<file path="config.mk">
export PLATFORM = sky130hd
export DESIGN_NAME = par_descrambler
export DESIGN_NICKNAME = d
export VERILOG_FILES = /design/src/rtl/par_descrambler.sv
export SDC_FILE = /design/constraint.sdc
export NUM_CORES = 1
export LEC_CHECK = 0
export CORE_AREA = 2 2 94 96
export DETAILED_ROUTE_END_ITERATION = 10
export DIE_AREA = 0 0 96 98
export GPL_ROUTABILITY_DRIVEN = 0
export SLEW_MARGIN = 40
export SYNTH_ARGS = -nofsm -noshare
export SYNTH_HDL_FRONTEND = slang
export SYNTH_SLANG_ARGS = --single-unit
</file>
<file path="constraint.sdc">
create_clock -name Clk -period 5 [get_ports Clk]
set_input_delay 1 -clock Clk [delete_from_list [all_inputs] [get_ports Clk]]
set_output_delay 1 -clock Clk [all_outputs]
set_load 0.03 [all_outputs]
</file>
<file path="src/rtl/par_descrambler.sv">
// par_descrambler: W-bit parallel descrambler for a SIGNAL / SERVICE / DATA framed bit stream.
// Optional feature: define PAR_DESCRAMBLER_PARITY_CHK_EN to check even parity over SIGNAL
// bits 0..17 and halt on failure; without it signal_err stays 0 and SIGNAL always proceeds.
module par_descrambler #(
    parameter int W = 1
) (
    input  logic         Clk,
    input  logic         Reset,
    input  logic [W-1:0] data_in,
    input  logic         data_in_valid,
    output logic [W-1:0] data_out,
    output logic         data_out_valid,
    output logic [11:0]  length_out,
    output logic         frame_done,
    output logic         signal_err
);

    typedef enum logic [1:0] {
        ST_SIGNAL,
        ST_SERVICE,
        ST_DATA,
        ST_HALT
    } state_t;

    localparam logic [14:0] SIGNAL_BITS  = 15'd24;
    localparam logic [14:0] SERVICE_BITS = 15'd16;
    localparam logic [14:0] BEAT_BITS    = 15'(W);

    state_t       state;
    state_t       state_nxt;
    logic [14:0]  bit_cnt;
    logic [14:0]  bit_cnt_nxt;
    logic [14:0]  bit_cnt_plus;
    logic [14:0]  bit_idx;
    logic [14:0]  data_bits;
    logic [11:0]  len_cap;
    logic [11:0]  len_cap_nxt;
    logic [11:0]  length_nxt;
    logic [7:1]   scr;
    logic [7:1]   scr_nxt;
    logic         par_acc;
    logic         par_acc_nxt;
    logic [W-1:0] beat_out;
    logic [W-1:0] data_out_nxt;
    logic         valid_nxt;
    logic         done_nxt;
    logic         err_nxt;
    logic         fb;
    logic         beat_go;

    // Phase sequencing plus the per-bit datapath: each beat is unrolled into W single-bit steps
    // so that wide beats behave exactly like W consecutive serial bits.
    always_comb begin
        state_nxt    = state;
        bit_cnt_nxt  = bit_cnt;
        len_cap_nxt  = len_cap;
        length_nxt   = length_out;
        scr_nxt      = scr;
        par_acc_nxt  = par_acc;
        beat_out     = '0;
        bit_idx      = bit_cnt;
        fb           = 1'b0;
        data_out_nxt = data_out;
        valid_nxt    = 1'b0;
        done_nxt     = 1'b0;
        err_nxt      = 1'b0;
        bit_cnt_plus = bit_cnt + BEAT_BITS;
        data_bits    = {length_out, 3'b000};
        beat_go      = data_in_valid && (state != ST_HALT);

        if (beat_go) begin
            for (int i = 0; i < W; i++) begin
                bit_idx = bit_cnt + 15'(i);
                case (state)
                    ST_SIGNAL: begin
                        beat_out[i] = data_in[i];
                        if ((bit_idx >= 15'd5) && (bit_idx <= 15'd16)) begin
                            len_cap_nxt = {data_in[i], len_cap_nxt[11:1]};
                        end
                        if (bit_idx <= 15'd17) begin
                            par_acc_nxt = par_acc_nxt ^ data_in[i];
                        end
                    end
                    ST_SERVICE: begin
                        beat_out[i] = 1'b0;
                        scr_nxt     = {scr_nxt[6:1], data_in[i]};
                    end
                    ST_DATA: begin
                        fb          = scr_nxt[4] ^ scr_nxt[7];
                        beat_out[i] = data_in[i] ^ fb;
                        scr_nxt     = {scr_nxt[6:1], fb};
                    end
                    default: begin
                    end
                endcase
            end

            data_out_nxt = beat_out;
            valid_nxt    = 1'b1;
            bit_cnt_nxt  = bit_cnt_plus;

            case (state)
                ST_SIGNAL: begin
                    if (bit_cnt_plus == SIGNAL_BITS) begin
                        bit_cnt_nxt = '0;
`ifdef PAR_DESCRAMBLER_PARITY_CHK_EN
                        if (par_acc_nxt) begin
                            err_nxt   = 1'b1;
                            state_nxt = ST_HALT;
                        end else begin
                            length_nxt = len_cap_nxt;
                            state_nxt  = ST_SERVICE;
                        end
`else
                        length_nxt = len_cap_nxt;
                        state_nxt  = ST_SERVICE;
`endif
                        par_acc_nxt = 1'b0;
                    end
                end
                ST_SERVICE: begin
                    if (bit_cnt_plus == SERVICE_BITS) begin
                        bit_cnt_nxt = '0;
                        if (length_out == 12'd0) begin
                            done_nxt  = 1'b1;
                            state_nxt = ST_SIGNAL;
                        end else begin
                            state_nxt = ST_DATA;
                        end
                    end
                end
                ST_DATA: begin
                    if (bit_cnt_plus == data_bits) begin
                        bit_cnt_nxt = '0;
                        done_nxt    = 1'b1;
                        state_nxt   = ST_SIGNAL;
                    end
                end
                default: begin
                end
            endcase
        end
    end

    // State register; reset always returns to the start of a SIGNAL field.
    always_ff @(posedge Clk) begin
        if (!Reset) begin
            state <= ST_SIGNAL;
        end else begin
            state <= state_nxt;
        end
    end

    // Datapath and output registers; reset discards any frame in progress.
    always_ff @(posedge Clk) begin
        if (!Reset) begin
            bit_cnt        <= '0;
            len_cap        <= '0;
            length_out     <= '0;
            scr            <= '0;
            par_acc        <= 1'b0;
            data_out       <= '0;
            data_out_valid <= 1'b0;
            frame_done     <= 1'b0;
            signal_err     <= 1'b0;
        end else begin
            bit_cnt        <= bit_cnt_nxt;
            len_cap        <= len_cap_nxt;
            length_out     <= length_nxt;
            scr            <= scr_nxt;
            par_acc        <= par_acc_nxt;
            data_out       <= data_out_nxt;
            data_out_valid <= valid_nxt;
            frame_done     <= done_nxt;
            signal_err     <= err_nxt;
        end
    end

endmodule

</file>
==> flow_summary.toml, run 1 <==
[outcome]
status = "complete, no violations"

[logic_synthesis]
ys_seq_area_frac = 0.311
avgSynthCellArea_sq_um = 8.11
synth_nets = 416
synth_cells = 405
synth_edf_count = 0
synthFlopType = "dfxtp_1"
yosys.area.top_type = "dfxtp_1"
yosys_warnings = 0
post-synth-top-area-fraction = 0.311
syn-cell-area_sq_um = 3290
ys_types = 59
async_flop_share = 0
ys_top_cells_by_area = "dfxtp_1, nand2_1, mux2_2, a21boi_0, xnor2_1"
ys_ff_latch = 51

[placed_design]
dpl.hpwl_mm = 5.50
portBuffers = 18

[clocking]
cts_sinks = 51
ctsResizeCount = 0
clock_path_buffers = 2
hold_buffers = 0
numCtsBuffers = 5
clk_pin_slew_ns = 0.10
cts_max_level = 2
cts_tree = "done"
clockRootBuffer = "clkbuf_8"
clk_latency_ns = 0.31
post_cts_buffers = 0

[sta]
rsz0062_at_grt = "false"
drv_slew = 0
fmax_mhz = 312
fin_crit_ns = 3.20
fin_skew_ns = 0.00657
tightest_slew_ns = 0.600
hold_violations = 0
setup_viol = 0
slew_headroom = 0.600
post-route-period-util = 0.640
tns_ns = 0

[routing]
firstDrtPassIters = 4
dr_total_vias = 2824
antenna_left = 0
drc = 0
drtIter0Drc = 132
viasPerCell = 5.53
routedWlPerCell_um = 15.5
drt-total-wl_mm = 7.92

[die]
pin_count = 20
core-area_sq_um = 8470
die_area_sq_um = 9410
die_x_um = 96
die_y_um = 98
rows = 34
start_util = 0.388

[worst_setup_path]
cp-end-kind = "flop"
crit_fanout = 21
reg2reg_depth = 9
required_ns = 5.25
worstPathArrival_ns = 3.45
critPathLaunch = "bit_cnt[0]$_SDFFE_PN0P_"
crit_type = "reg2reg"
reg2reg_from = "bit_cnt[0]$_SDFFE_PN0P_"
cp-start-kind = "flop"

[job]
maxCapViolCount = 0

[layout]
antennaDiodeCount = 0
fin_nets = 413
syn_to_final_growth_pct = 7.92
drive_above_1_share = 0.0943
final_cell_mix = "nand2_1, dfxtp_1, nor2_1, nand3_1"
fillers = 866
final_common_cell = "nand2_1"
fin_util = 0.419

[pwr]
p_per_area_nw_per_um2 = 198
vdd_ir_drop_max_mv = 0.128
p_leak_uw = 0.00114

[grt]
grt_use_total = 0.179
grt.overflow.total = 0
grt_start_max_net_pins = 35
grt_pass1_wl_mm = 13.4
antenna_found_initial = 0
grt_pass1_vias = 2647

[worst_hold_path]
min-delay-start = "len_cap[0]$_SDFFE_PN0P_"
hp-class = "reg2reg"
holdPathStages = 2
-- layout make-up --
class / instances / area [sq um] / area share
timing repair buffer: 23 / 218 / 0.0614
sequential: 51 / 1020 / 0.288
clock inverter: 2 / 16.3 / 0.00459
multi-input combinational: 313 / 2050 / 0.579
clock buffer: 6 / 72.6 / 0.0205
inverter: 8 / 30.0 / 0.00847
tap: 108 / 135 / 0.0381
-- flip-flops by register name (all words and copies together) (netlist names) --
name,count
frame_done,1
state,2
data_out_valid,1
bit_cnt,15
data_out,1
length_out,12
scr,7
len_cap,12
-- power breakdown --
group	switching [uW]	internal, uW	leakage (uW)
Clock	150	101	0.0000418
Combinational	23.8	14.0	0.000689
Sequential	4.55	408	0.000411
Total	179	523	0.00114
-- layer usage --
metal  share of wire  track usage  vias up
li1                -            -     1432
met1            0.47        0.249     1329
met2            0.46        0.282       55
met3           0.048       0.0347        8
met4           0.015       0.0451        0
met5               0            0        -
-- cell families (layout without fill, tap and decap cells) --
logic type	count (synthesis)	after routing	share of synthesized area
adder cells (fa/ha/maj)	7	7	0.0267
other	1	1	0.00114
buffers and inverters	41	39	0.0651
XOR/XNOR	20	20	0.0533
flip-flops	51	51	0.311
AND/OR/NAND/NOR	183	183	0.292
multiplexers	24	24	0.0777
AO/OA/AOI/OAI	78	78	0.173
-- cell usage after synthesis (all sizes together), types with 10 or more instances --
master	instances
nor2b	10
nor3	13
mux2i	12
nor4	12
xnor2	14
o21ai	18
clkbuf	16
dfxtp	51
buf	17
mux2	12
a21boi	20
nor2	30
nand2	58
nand3	26
-- through the flow --
| stage | instance area [sq um] | hold slack [ns] | cells | total power [uW] | worst slack [ns] |
|---|---|---|---|---|---|
| 6_report | 3550 | 0.469 | 511 | 702 | 1.80 |
| 5_1_grt | 3550 | 0.500 | 511 | 727 | 1.47 |
| 4_1_cts | 3550 | 0.474 | 511 | 710 | 1.82 |
| 3_5_place_dp | 3460 | 0.459 | 503 | 461 | 1.86 |
| 3_3_place_gp | 3450 | 0.454 | 503 | 460 | 1.97 |
| 2_1_floorplan | 3290 | 0.441 | 405 | 448 | 2.36 |
-- path summary, 6_finish.rpt --
check / to / slack (ns)
setup / recovery: state[1]$_SDFFE_PN0P_ / 1.80
hold / removal: len_cap[0]$_SDFFE_PN0P_ / 0.47
setup reg to reg: state[1]$_SDFFE_PN0P_ / 1.80
hold reg to reg: len_cap[0]$_SDFFE_PN0P_ / 0.47
-- critical path: stages (launching register included) --
cell and delay, ns:
dfxtp_1 0.54, ha_1 0.38, nand4_2 0.29, nor4_1 0.49, o32a_2 0.20, o2111a_1 0.23, a41oi_2 0.13, o21bai_4 0.33
or3_1 0.40, a21oi_1 0.15
No activity file was read; power rests on OpenSTA's default activity.
==> inputs of run 2 (changes only) <==
==> constraint.sdc (replaced) <==
create_clock -name Clk -period 3.1 [get_ports Clk]
set_input_delay 0.62 -clock Clk [delete_from_list [all_inputs] [get_ports Clk]]
set_output_delay 0.62 -clock Clk [all_outputs]
set_load 0.03 [all_outputs]
==> flow_summary.toml, run 2 (synthesis gave the netlist of run 1 again) <==
[worst_setup_path]
cp_cell_sequence = "nand3_4, or3_1, a31o_2, a211oi_2, a41oi_2, o21bai_4, or3_1, a21oi_1"
cp-start-kind = "flop"
cp_common_cell = "or3_1"
required_ns = 3.37
worstPathArrival_ns = 3.11
cp-end-kind = "flop"
slowest_delay_ns = 0.64
slowest_stage = "dfxtp_1"
path_buf_inv = 0
crit_family = "simple AND/OR/NAND/NOR gates"
crit_fanout = 21
crit_type = "reg2reg"

[sta]
fin_skew_ns = 0.00945
hold_ws_ns = 0.475
setup_ws_ns = 0.251
hold_violations = 0
setup_viol = 0
tightest_slew_ns = 0.704
fin_crit_ns = 2.85
drv_slew = 0
rsz0062_at_grt = "false"
fmax_mhz = 351
slew_headroom = 0.530
tns_ns = 0
post-route-period-util = 0.919

[worst_hold_path]
hp-class = "reg2reg"

[clocking]
post_cts_buffers = 0
clk_pin_slew_ns = 0.11
cts_max_level = 2
cts_sinks = 51
clock_path_buffers = 2
clockRootBuffer = "clkbuf_8"
clk_latency_ns = 0.33
cts_tree = "done"
numCtsBuffers = 5

[die]
die_x_um = 96
die_area_sq_um = 9410
start_util = 0.388
rows = 34
pin_count = 20
die_y_um = 98
core-area_sq_um = 8470

[grt]
antenna_found_initial = 0
grt_use_total = 0.186
grt_pass1_vias = 2708
grt_pass1_wl_mm = 13.9
grt_start_max_net_pins = 34
grt.overflow.total = 0

[placed_design]
dp_slack_ns = 0.240
portBuffers = 18
dpl.hpwl_mm = 5.83

[layout]
top_regs = "bit_cnt: 15 flops, len_cap: 12 flops, length_out: 12 flops"
register_area_sq_um = 1020
fin_util = 0.430
final_cell_mix = "nand2_1, dfxtp_1, nor2_1, nand3_1"
fin_nets = 423
syn_to_final_growth_pct = 10.8
largest_reg_flops = 15
final_common_cell = "nand2_1"
antennaDiodeCount = 0
drive_above_1_share = 0.123
largest-register = "bit_cnt"
multi_input_area_sq_um = 2070
fillers = 858

[routing]
dr_total_vias = 2907
viasPerCell = 5.58
routedWlPerCell_um = 15.8
drt-total-wl_mm = 8.23
firstDrtPassIters = 5
drc = 0
antenna_left = 0
drtIter0Drc = 169

[pwr]
vdd_ir_drop_max_mv = 0.200
p_per_area_nw_per_um2 = 321
power_uw = 1170
p_leak_uw = 0.00120

[outcome]
status = "complete, no violations"

[job]
maxCapViolCount = 0
==> run 2: cell types whose count changed in the layout (fill, tap and decap cells not counted), sizes merged <==
cell / previous run / this run
buf: 5 / 15
clkbuf: 6 / 5
clkinv: 0 / 1
==> run 2: path summary, 6_finish.rpt <==
kind              cells after the start  slack, ns                     from                     to
hold / removal                        2       0.47      scr[6]$_SDFFE_PN0P_    scr[7]$_SDFFE_PN0P_
hold reg to reg                       2       0.47      scr[6]$_SDFFE_PN0P_    scr[7]$_SDFFE_PN0P_
setup reg to reg                      8       0.25  bit_cnt[2]$_SDFFE_PN0P_  state[1]$_SDFFE_PN0P_
setup / recovery                      8       0.25  bit_cnt[2]$_SDFFE_PN0P_  state[1]$_SDFFE_PN0P_
==> run 2: tightest hold or removal path, delay by kind of cell, from the launching register on <==
kind	cells	cell delay [ns]
AO/OA/AOI/OAI	1	0.05
flip-flops	1	0.32
AND/OR/NAND/NOR	1	0.06
==> run 2: what timing repair did <==
item / CTS / global route
endpoints found under the setup margin: 0 / 2
hold buffers: 0 / 0
resized for setup: 0 / 2
==> run 2: final cells by class <==
type / instances / area share
clock buffer: 5 / 0.0189
clock inverter: 3 / 0.00756
inverter: 8 / 0.00825
multi-input combinational: 313 / 0.567
sequential: 51 / 0.280
tap: 108 / 0.0371
timing repair buffer: 33 / 0.0804
==> run 2: stage by stage <==
step           cells  instance area [sq um]
2_1_floorplan    405                   3290
3_3_place_gp     513                   3530
3_5_place_dp     513                   3530
4_1_cts          521                   3630
5_1_grt          521                   3640
6_report         521                   3640
==> run 2: per-layer routing <==
metal	share of wire	track usage	wire [um]
met1	0.48	0.268	3970
met5	0	0	0
met2	0.46	0.285	3780
met3	0.044	0.0285	360
met4	0.016	0.0560	128
==> run 2: where the power goes <==
group	switching (uW)	internal [uW]	total, uW
logic	42.0	26.3	68.3
registers	5.24	659	664
clock network	270	167	436
